### src/rtl/spi_cmd_pkg.sv
// ============================================================================
//  Module   : spi_cmd_pkg
//  Brief    : Shared opcodes, frame field positions and FSM encoding for the
//             SPI command decoder.
//  Revision : 1.0 - initial release
// ============================================================================
`default_nettype none

package spi_cmd_pkg;

    localparam logic [1:0] OP_NOP    = 2'b00;
    localparam logic [1:0] OP_WRITE  = 2'b01;
    localparam logic [1:0] OP_READ   = 2'b10;
    localparam logic [1:0] OP_STATUS = 2'b11;

    localparam int OPC_MSB  = 17;
    localparam int ADDR_MSB = 15;
    localparam int DATA_MSB = 7;

    localparam logic [7:0] STATUS_CNT_ADDR = 8'h01;

    typedef enum logic [1:0] {
        ST_IDLE   = 2'd0,
        ST_DECODE = 2'd1,
        ST_RESP   = 2'd2
    } state_t;

    function automatic logic addr_in_range(input logic [7:0] addr, input int num_regs);
        return int'(addr) < num_regs;
    endfunction

endpackage

`default_nettype wire

### src/rtl/spi_cmd_regbank.sv
// ============================================================================
//  Module   : spi_cmd_regbank
//  Brief    : NUM_REGS x 8-bit control register array with one write port,
//             a combinational read port and address range check.
//  Revision : 1.0 - initial release
// ============================================================================
`default_nettype none

module spi_cmd_regbank
    import spi_cmd_pkg::*;
#(
    parameter int         NUM_REGS      = 16,
    parameter logic [7:0] REG_RESET_VAL = 8'h00
) (
    input  logic                  i_clk,
    input  logic                  i_rst_n,
    input  logic                  i_wr_en,
    input  logic [7:0]            i_wr_addr,
    input  logic [7:0]            i_wr_data,
    input  logic [7:0]            i_rd_addr,
    output logic [7:0]            o_rd_data,
    output logic                  o_rd_in_range,
    output logic [NUM_REGS*8-1:0] o_reg_flat
);

    logic [7:0] regs_q [NUM_REGS];

    // Address match per element also rejects out-of-range writes.
    always_ff @(posedge i_clk or negedge i_rst_n) begin
        if (!i_rst_n) begin
            for (int k = 0; k < NUM_REGS; k++) regs_q[k] <= REG_RESET_VAL;
        end else if (i_wr_en) begin
            for (int k = 0; k < NUM_REGS; k++) begin
                if (i_wr_addr == 8'(k)) regs_q[k] <= i_wr_data;
            end
        end
    end

    always_comb begin
        o_rd_data = 8'h00;
        for (int k = 0; k < NUM_REGS; k++) begin
            if (i_rd_addr == 8'(k)) o_rd_data = regs_q[k];
        end
    end

    assign o_rd_in_range = addr_in_range(i_rd_addr, NUM_REGS);

    for (genvar k = 0; k < NUM_REGS; k++) begin : g_flat
        assign o_reg_flat[k*8 +: 8] = regs_q[k];
    end

endmodule

`default_nettype wire

### src/rtl/spi_cmd_decoder.sv
// ============================================================================
//  Module   : spi_cmd_decoder
//  Brief    : Decodes 18-bit SPI frames into register read/write/status ops
//             and returns a one-frame-pipelined response.
//             Optional error counter: define SPI_CMD_ERRCNT_EN.
//  Revision : 1.0 - initial release
// ============================================================================
`default_nettype none

module spi_cmd_decoder
    import spi_cmd_pkg::*;
#(
    parameter int         NUM_REGS      = 16,
    parameter logic [7:0] REG_RESET_VAL = 8'h00,
    parameter logic [7:0] OOR_READ_VAL  = 8'hEE
) (
    input  logic                  i_Clk,
    input  logic                  i_Rst_L,
    input  logic                  i_RX_DV,
    input  logic [17:0]           i_RX_Byte,
    output logic                  o_TX_DV,
    output logic [17:0]           o_TX_Byte,
    output logic [NUM_REGS*8-1:0] o_Reg_Flat,
    output logic                  o_Wr_Strobe,
    output logic [7:0]            o_Wr_Addr,
    output logic                  o_Overrun
);

    state_t      state_q;
    logic [17:0] frame_q, resp_q, tx_byte_q;
    logic        wr_pend_q, err_q, overrun_q, tx_dv_q, wr_strobe_q;
    logic [7:0]  wr_addr_q;

    logic [1:0]  w_opc;
    logic [7:0]  w_addr, w_data, w_rd_data, w_payload, w_status_payload;
    logic        w_in_range, w_decode, w_ovr_evt, w_oor_evt, w_cnt_sel, w_flag_clr, w_wr_en;

    assign w_opc  = frame_q[OPC_MSB -: 2];
    assign w_addr = frame_q[ADDR_MSB -: 8];
    assign w_data = frame_q[DATA_MSB -: 8];

    assign w_decode  = (state_q == ST_DECODE);
    assign w_ovr_evt = i_RX_DV && (state_q != ST_IDLE);
    assign w_oor_evt = w_decode && ((w_opc == OP_WRITE) || (w_opc == OP_READ)) && !w_in_range;
    assign w_wr_en   = (state_q == ST_RESP) && wr_pend_q;

`ifdef SPI_CMD_ERRCNT_EN
    logic [7:0] errcnt_q;
    logic [8:0] w_cnt_sum;

    assign w_cnt_sel = w_decode && (w_opc == OP_STATUS) && (w_addr == STATUS_CNT_ADDR);
    // Clear happens before this cycle's events are added, so they survive.
    assign w_cnt_sum = (w_cnt_sel ? 9'd0 : {1'b0, errcnt_q}) + 9'(w_oor_evt) + 9'(w_ovr_evt);

    always_ff @(posedge i_Clk or negedge i_Rst_L) begin
        if (!i_Rst_L) errcnt_q <= 8'h00;
        else          errcnt_q <= w_cnt_sum[8] ? 8'hFF : w_cnt_sum[7:0];
    end

    assign w_status_payload = w_cnt_sel ? errcnt_q : {overrun_q, err_q, 6'b0};
`else
    assign w_cnt_sel        = 1'b0;
    assign w_status_payload = {overrun_q, err_q, 6'b0};
`endif

    assign w_flag_clr = w_decode && (w_opc == OP_STATUS) && !w_cnt_sel;

    always_comb begin
        w_payload = 8'h00;
        case (w_opc)
            OP_WRITE:  w_payload = w_data;
            OP_READ:   w_payload = w_in_range ? w_rd_data : OOR_READ_VAL;
            OP_STATUS: w_payload = w_status_payload;
            default:   w_payload = 8'h00;
        endcase
    end

    spi_cmd_regbank #(
        .NUM_REGS      (NUM_REGS),
        .REG_RESET_VAL (REG_RESET_VAL)
    ) u_regbank (
        .i_clk         (i_Clk),
        .i_rst_n       (i_Rst_L),
        .i_wr_en       (w_wr_en),
        .i_wr_addr     (w_addr),
        .i_wr_data     (w_data),
        .i_rd_addr     (w_addr),
        .o_rd_data     (w_rd_data),
        .o_rd_in_range (w_in_range),
        .o_reg_flat    (o_Reg_Flat)
    );

    always_ff @(posedge i_Clk or negedge i_Rst_L) begin
        if (!i_Rst_L) begin
            state_q     <= ST_IDLE;
            frame_q     <= 18'h0;
            resp_q      <= 18'h0;
            tx_byte_q   <= 18'h0;
            wr_pend_q   <= 1'b0;
            err_q       <= 1'b0;
            overrun_q   <= 1'b0;
            tx_dv_q     <= 1'b0;
            wr_strobe_q <= 1'b0;
            wr_addr_q   <= 8'h00;
        end else begin
            tx_dv_q     <= 1'b0;
            wr_strobe_q <= 1'b0;

            if (w_ovr_evt)       overrun_q <= 1'b1;
            else if (w_flag_clr) overrun_q <= 1'b0;

            if (w_oor_evt)       err_q <= 1'b1;
            else if (w_flag_clr) err_q <= 1'b0;

            case (state_q)
                ST_IDLE: begin
                    if (i_RX_DV) begin
                        frame_q <= i_RX_Byte;
                        state_q <= ST_DECODE;
                    end
                end
                ST_DECODE: begin
                    resp_q    <= {w_opc, w_addr, w_payload};
                    wr_pend_q <= (w_opc == OP_WRITE) && w_in_range;
                    state_q   <= ST_RESP;
                end
                ST_RESP: begin
                    tx_dv_q   <= 1'b1;
                    tx_byte_q <= resp_q;
                    if (wr_pend_q) begin
                        wr_strobe_q <= 1'b1;
                        wr_addr_q   <= w_addr;
                    end
                    wr_pend_q <= 1'b0;
                    state_q   <= ST_IDLE;
                end
                default: state_q <= ST_IDLE;
            endcase
        end
    end

    assign o_TX_DV     = tx_dv_q;
    assign o_TX_Byte   = tx_byte_q;
    assign o_Wr_Strobe = wr_strobe_q;
    assign o_Wr_Addr   = wr_addr_q;
    assign o_Overrun   = overrun_q;

endmodule

`default_nettype wire

### config.mk
export PLATFORM = sky130hd
export DESIGN_NAME = spi_cmd_decoder
export DESIGN_NICKNAME = d
export VERILOG_FILES = /design/src/rtl/spi_cmd_pkg.sv /design/src/rtl/spi_cmd_regbank.sv /design/src/rtl/spi_cmd_decoder.sv
export SDC_FILE = /design/constraint.sdc
export NUM_CORES = 1
export LEC_CHECK = 0
export BUFFER_PORTS_ARGS = -buffer_cell sky130_fd_sc_hd__buf_2
export CAP_MARGIN = 15
export CORE_MARGIN = 1
export CORE_UTILIZATION = 60
export DETAILED_ROUTE_END_ITERATION = 7
export PLACE_DENSITY = 0.89
export SYNTH_ARGS = -nofsm -noshare
export SYNTH_HDL_FRONTEND = slang
export SYNTH_SLANG_ARGS = --single-unit
### constraint.sdc
create_clock -name i_Clk -period 3.2 [get_ports i_Clk]
set_clock_uncertainty 0.1 [all_clocks]
set_input_delay 0.16 -clock i_Clk [delete_from_list [all_inputs] [get_ports i_Clk]]
set_output_delay 0.16 -clock i_Clk [all_outputs]
set_load 0.005 [all_outputs]
==> metrics.md <==
| Metric | Value |
|---|---|
| Area of all placed cells without fillers | `0.0112 mm²` |
| Least-Margin Pin Slew | `0.942 ns` |
| Total global routing overflow | `0` |
| Number of global-route vias before repair | `7481` |
| Net count of the finished layout | `974` |
| Count of instances resized after the clock tree is built | `0` |
| Commonest cells after routing, fill and taps aside | `195 x sky130_fd_sc_hd__dfrtp_1, 180 x sky130_fd_sc_hd__mux2_2, 176 x sky130_fd_sc_hd__buf_2, 49 x sky130_fd_sc_hd__nand2_1, 40 x sky130_fd_sc_hd__o21ai_0` |
| Combined global-route utilization of all metal layers | `0.360` |
| Antenna violations before repair | `0` |
| Slack of the worst reg-to-reg path | `0.48 ns` |
| Critical-path cell with the highest stage delay | `sky130_fd_sc_hd__or4_1` |
| Endpoint of the most critical register-to-register path | `u_regbank.o_reg_flat[65]$_DFFE_PN0P_` |
| Register clock-pin slew on the reported worst setup and hold paths | `0.07 ns` |
| Clock group share of total power | `0.260` |
| Number of core rows | `45` |
| Slowest cell delay on critical path | `0.80 ns` |
| CP arrival | `2.95 ns` |
| Fraction of the yosys area taken by sequential cells | `0.531` |
| Synth warn | `0` |
| Nature of the critical path endpoint | `flip-flop` |
| Post-Route Utilization | `0.742` |
| Setup Slack @ Placement | `0.588 ns` |
| DRT iter0 DRCs | `874` |
| Most common cell after layout, fill and taps aside | `sky130_fd_sc_hd__dfrtp_1` |
| Kind of critical path | `flip-flop to flip-flop` |
| Portion of the clock cycle consumed by the worst path in the final layout | `0.850` |
| Most congested layer reported by global routing | `met2` |
| Worst reg2reg startpoint | `frame_q[13]$_DFFE_PN0P_` |
| Met1 routing resource usage after global routing | `0.496` |
| Area of combinational cells with multiple inputs | `0.00411 mm²` |
| Crit start category | `flip-flop` |
| Number of distinct library cells after synthesis | `65` |
| Leakage power total | `5.65 nW` |
| Inserted Clock Buffers | `17` |
| Pin count of the biggest net entering global routing | `108` |
| Total count of max-transition violations in the final report | `0` |
| Final routed wire length divided by cell count | `24.1 µm` |
| Psw | `3.17 mW` |
| Cell area after placement | `0.0104 mm²` |
| Worst-path fanout max | `16` |
| Clock tree buffer depth | `2` |
| Setup TNS | `0 ns` |
| M2 GR Usage | `0.553` |
| Status | `finished clean` |
| Global-route wire length before repair | `43100 µm` |
| Clock latency on the worst-skew pair | `0.44 ns` |
| Number of synthesized flops with an enable pin | `0` |
| Mapped Nets | `779` |
| Hold violation total from the final report | `0` |
| Die Y-Extent | `126 µm` |
| Routability congestion estimate from global placement | `0.968` |
| Detail Route Antenna Nets | `0` |
| I/O Buffers | `177` |
| Fraction of final layout cells sized beyond drive strength 1 | `0.463` |
| Count of maximum capacitance violations | `0` |
| Remaining DRCs | `0` |
| Total number of clock tree sinks | `197` |
| Met3 Use GR | `0.0734` |
| RSZ-0062 raised after global routing | `no` |
| Most used DFF post-synth | `sky130_fd_sc_hd__dfrtp_1` |
| Horizontal die dimension | `126 µm` |
| N_diodes | `0` |
| Number of primary I/O pins | `178` |
| CP Cell Sequence | `or4_1, buf_4, nor2_4, nand3_2, mux2_2` |
| Highest clock rate | `368 MHz` |
| Combined area of all synthesized cells | `0.00929 mm²` |
| Power density cells | `745 mW/mm²` |
| Worst-case headroom to the max-slew limit | `0.370` |
| Detail Placement HPWL | `18700 µm` |
| Register share of total power | `0.422` |
| Synth async-reset ratio | `1.00` |
| Yosys reg bits | `197` |
| Syn-to-layout area delta | `20.9%` |
| Final Total Pwr | `8.37 mW` |
| Number of cells produced by synthesis | `750` |
| TritonCTS clock tree | `done` |
| Share of total power in combinational logic | `0.318` |
| Depth of the most critical reg-to-reg path | `5` |
| Minimum clock period after layout | `2.72 ns` |
| Overall via count from detail_route | `7513` |
| Detailed-route wire length | `27600 µm` |
| Endpoint required time on the critical path | `3.43 ns` |
| Internal power consumption | `5.20 mW` |
| Core area | `0.0151 mm²` |
| Hold Crit Class | `input pin to async pin` |
| Final critical-path setup slack | `0.480 ns` |
| Number of fill cells in the layout | `997` |
| Die area | `0.0160 mm²` |
| Max rail drop VDD | `0.000538 V` |
| Switching share of power | `0.379` |
| Initial core utilization | `0.613` |
| Number of endpoints failing setup at the final stage | `0` |
| Clock H-tree levels | `4` |
| Mean post-synth cell area | `12.4 µm²` |
| Register area | `0.00493 mm²` |
| Root Driver | `sky130_fd_sc_hd__clkbuf_16` |
| Vias per inst | `6.56` |
| Detailed-routing iteration count for the pre-antenna-repair pass | `7` |
[kinds of logic (layout without fill, tap and decap cells)]
family / Yosys count / in the layout / synth area share
flops: 197 / 197 / 0.531
mux: 195 / 195 / 0.240
simple gates: 155 / 155 / 0.0935
compound gates: 135 / 135 / 0.0987
buf+inv: 60 / 268 / 0.0264
fa+ha+maj: 8 / 8 / 0.0108
[worst max-delay path: cells and delay by family (launching register included)]
kind / cells / cell delay (ns)
muxes: 1 / 0.38
and+or+nand+nor: 3 / 1.32
buffers and inverters: 1 / 0.33
DFF: 1 / 0.45
[flip-flops by register name, summed over array words and instances (netlist names)]
signal and flops:
o_Overrun 1, o_TX_Byte 18, resp_q 18, o_Wr_Addr 8, wr_pend_q 1, o_Wr_Strobe 1, frame_q 18, err_q 1
state_q 2, u_regbank.o_reg_flat 128, o_TX_DV 1
[how the worst max path moves through the flow]
stage                                        from                              endpoint  slack, ns  cells after the start
after global placement    frame_q[12]$_DFFE_PN0P_  u_regbank.o_reg_flat[67]$_DFFE_PN0P_       0.62                      5
after global routing      frame_q[12]$_DFFE_PN0P_  u_regbank.o_reg_flat[67]$_DFFE_PN0P_       0.43                      5
after floorplan           frame_q[12]$_DFFE_PN0P_  u_regbank.o_reg_flat[19]$_DFFE_PN0P_       1.09                      5
after detailed placement  frame_q[13]$_DFFE_PN0P_  u_regbank.o_reg_flat[65]$_DFFE_PN0P_       0.59                      5
final                     frame_q[13]$_DFFE_PN0P_  u_regbank.o_reg_flat[65]$_DFFE_PN0P_       0.48                      5
after CTS                 frame_q[12]$_DFFE_PN0P_  u_regbank.o_reg_flat[65]$_DFFE_PN0P_       0.55                      5
[through the flow]
stage	std cells	hold WS, ns
after floorplan	750	-0.236
after global placement	1094	0.220
after detailed placement	1094	0.228
after CTS	1146	0.330
after global routing	1146	0.382
final	1146	0.294
[metal layers]
metal	part of all wire	wire (µm)
met4	0.032	883
met5	0	0
met2	0.47	12900
met3	0.087	2410
met1	0.41	11400
[cell type report]
cell class / instances / area share
sequential: 197 / 0.439
clock inverter: 10 / 0.0109
clock buffer: 22 / 0.0422
tap: 188 / 0.0209
inverter: 15 / 0.00501
timing repair buffer: 221 / 0.116
multi-input combinational: 493 / 0.366
[synth_stat cells, drive strengths merged, types with 12 or more instances]
cell    number  area [µm²]
a21oi       20         100
buf         17        83.8
clkbuf      28         105
dfrtp      197        4930
inv         14        52.6
mux2       181        2040
nand2       49         184
nand3       17         110
nor2        25         129
nor2b       12        75.1
nor3        15        96.4
o21ai       40         200
[power groups by stage]
stage / combinational [mW] / clock (mW) / sequential (mW)
2_1_floorplan: 1.86 / 0 / 3.18
3_3_place_gp: 2.51 / 0 / 3.52
3_5_place_dp: 2.56 / 0 / 3.55
4_1_cts: 2.61 / 2.18 / 3.51
5_1_grt: 2.84 / 2.28 / 3.58
6_report: 2.66 / 2.17 / 3.53
[repair_timing]
action	in CTS	in global routing
hold buffers	20	0
hold endpoints to repair	125	0
setup buffers	0	0
Power figures use the tool's default switching activity.
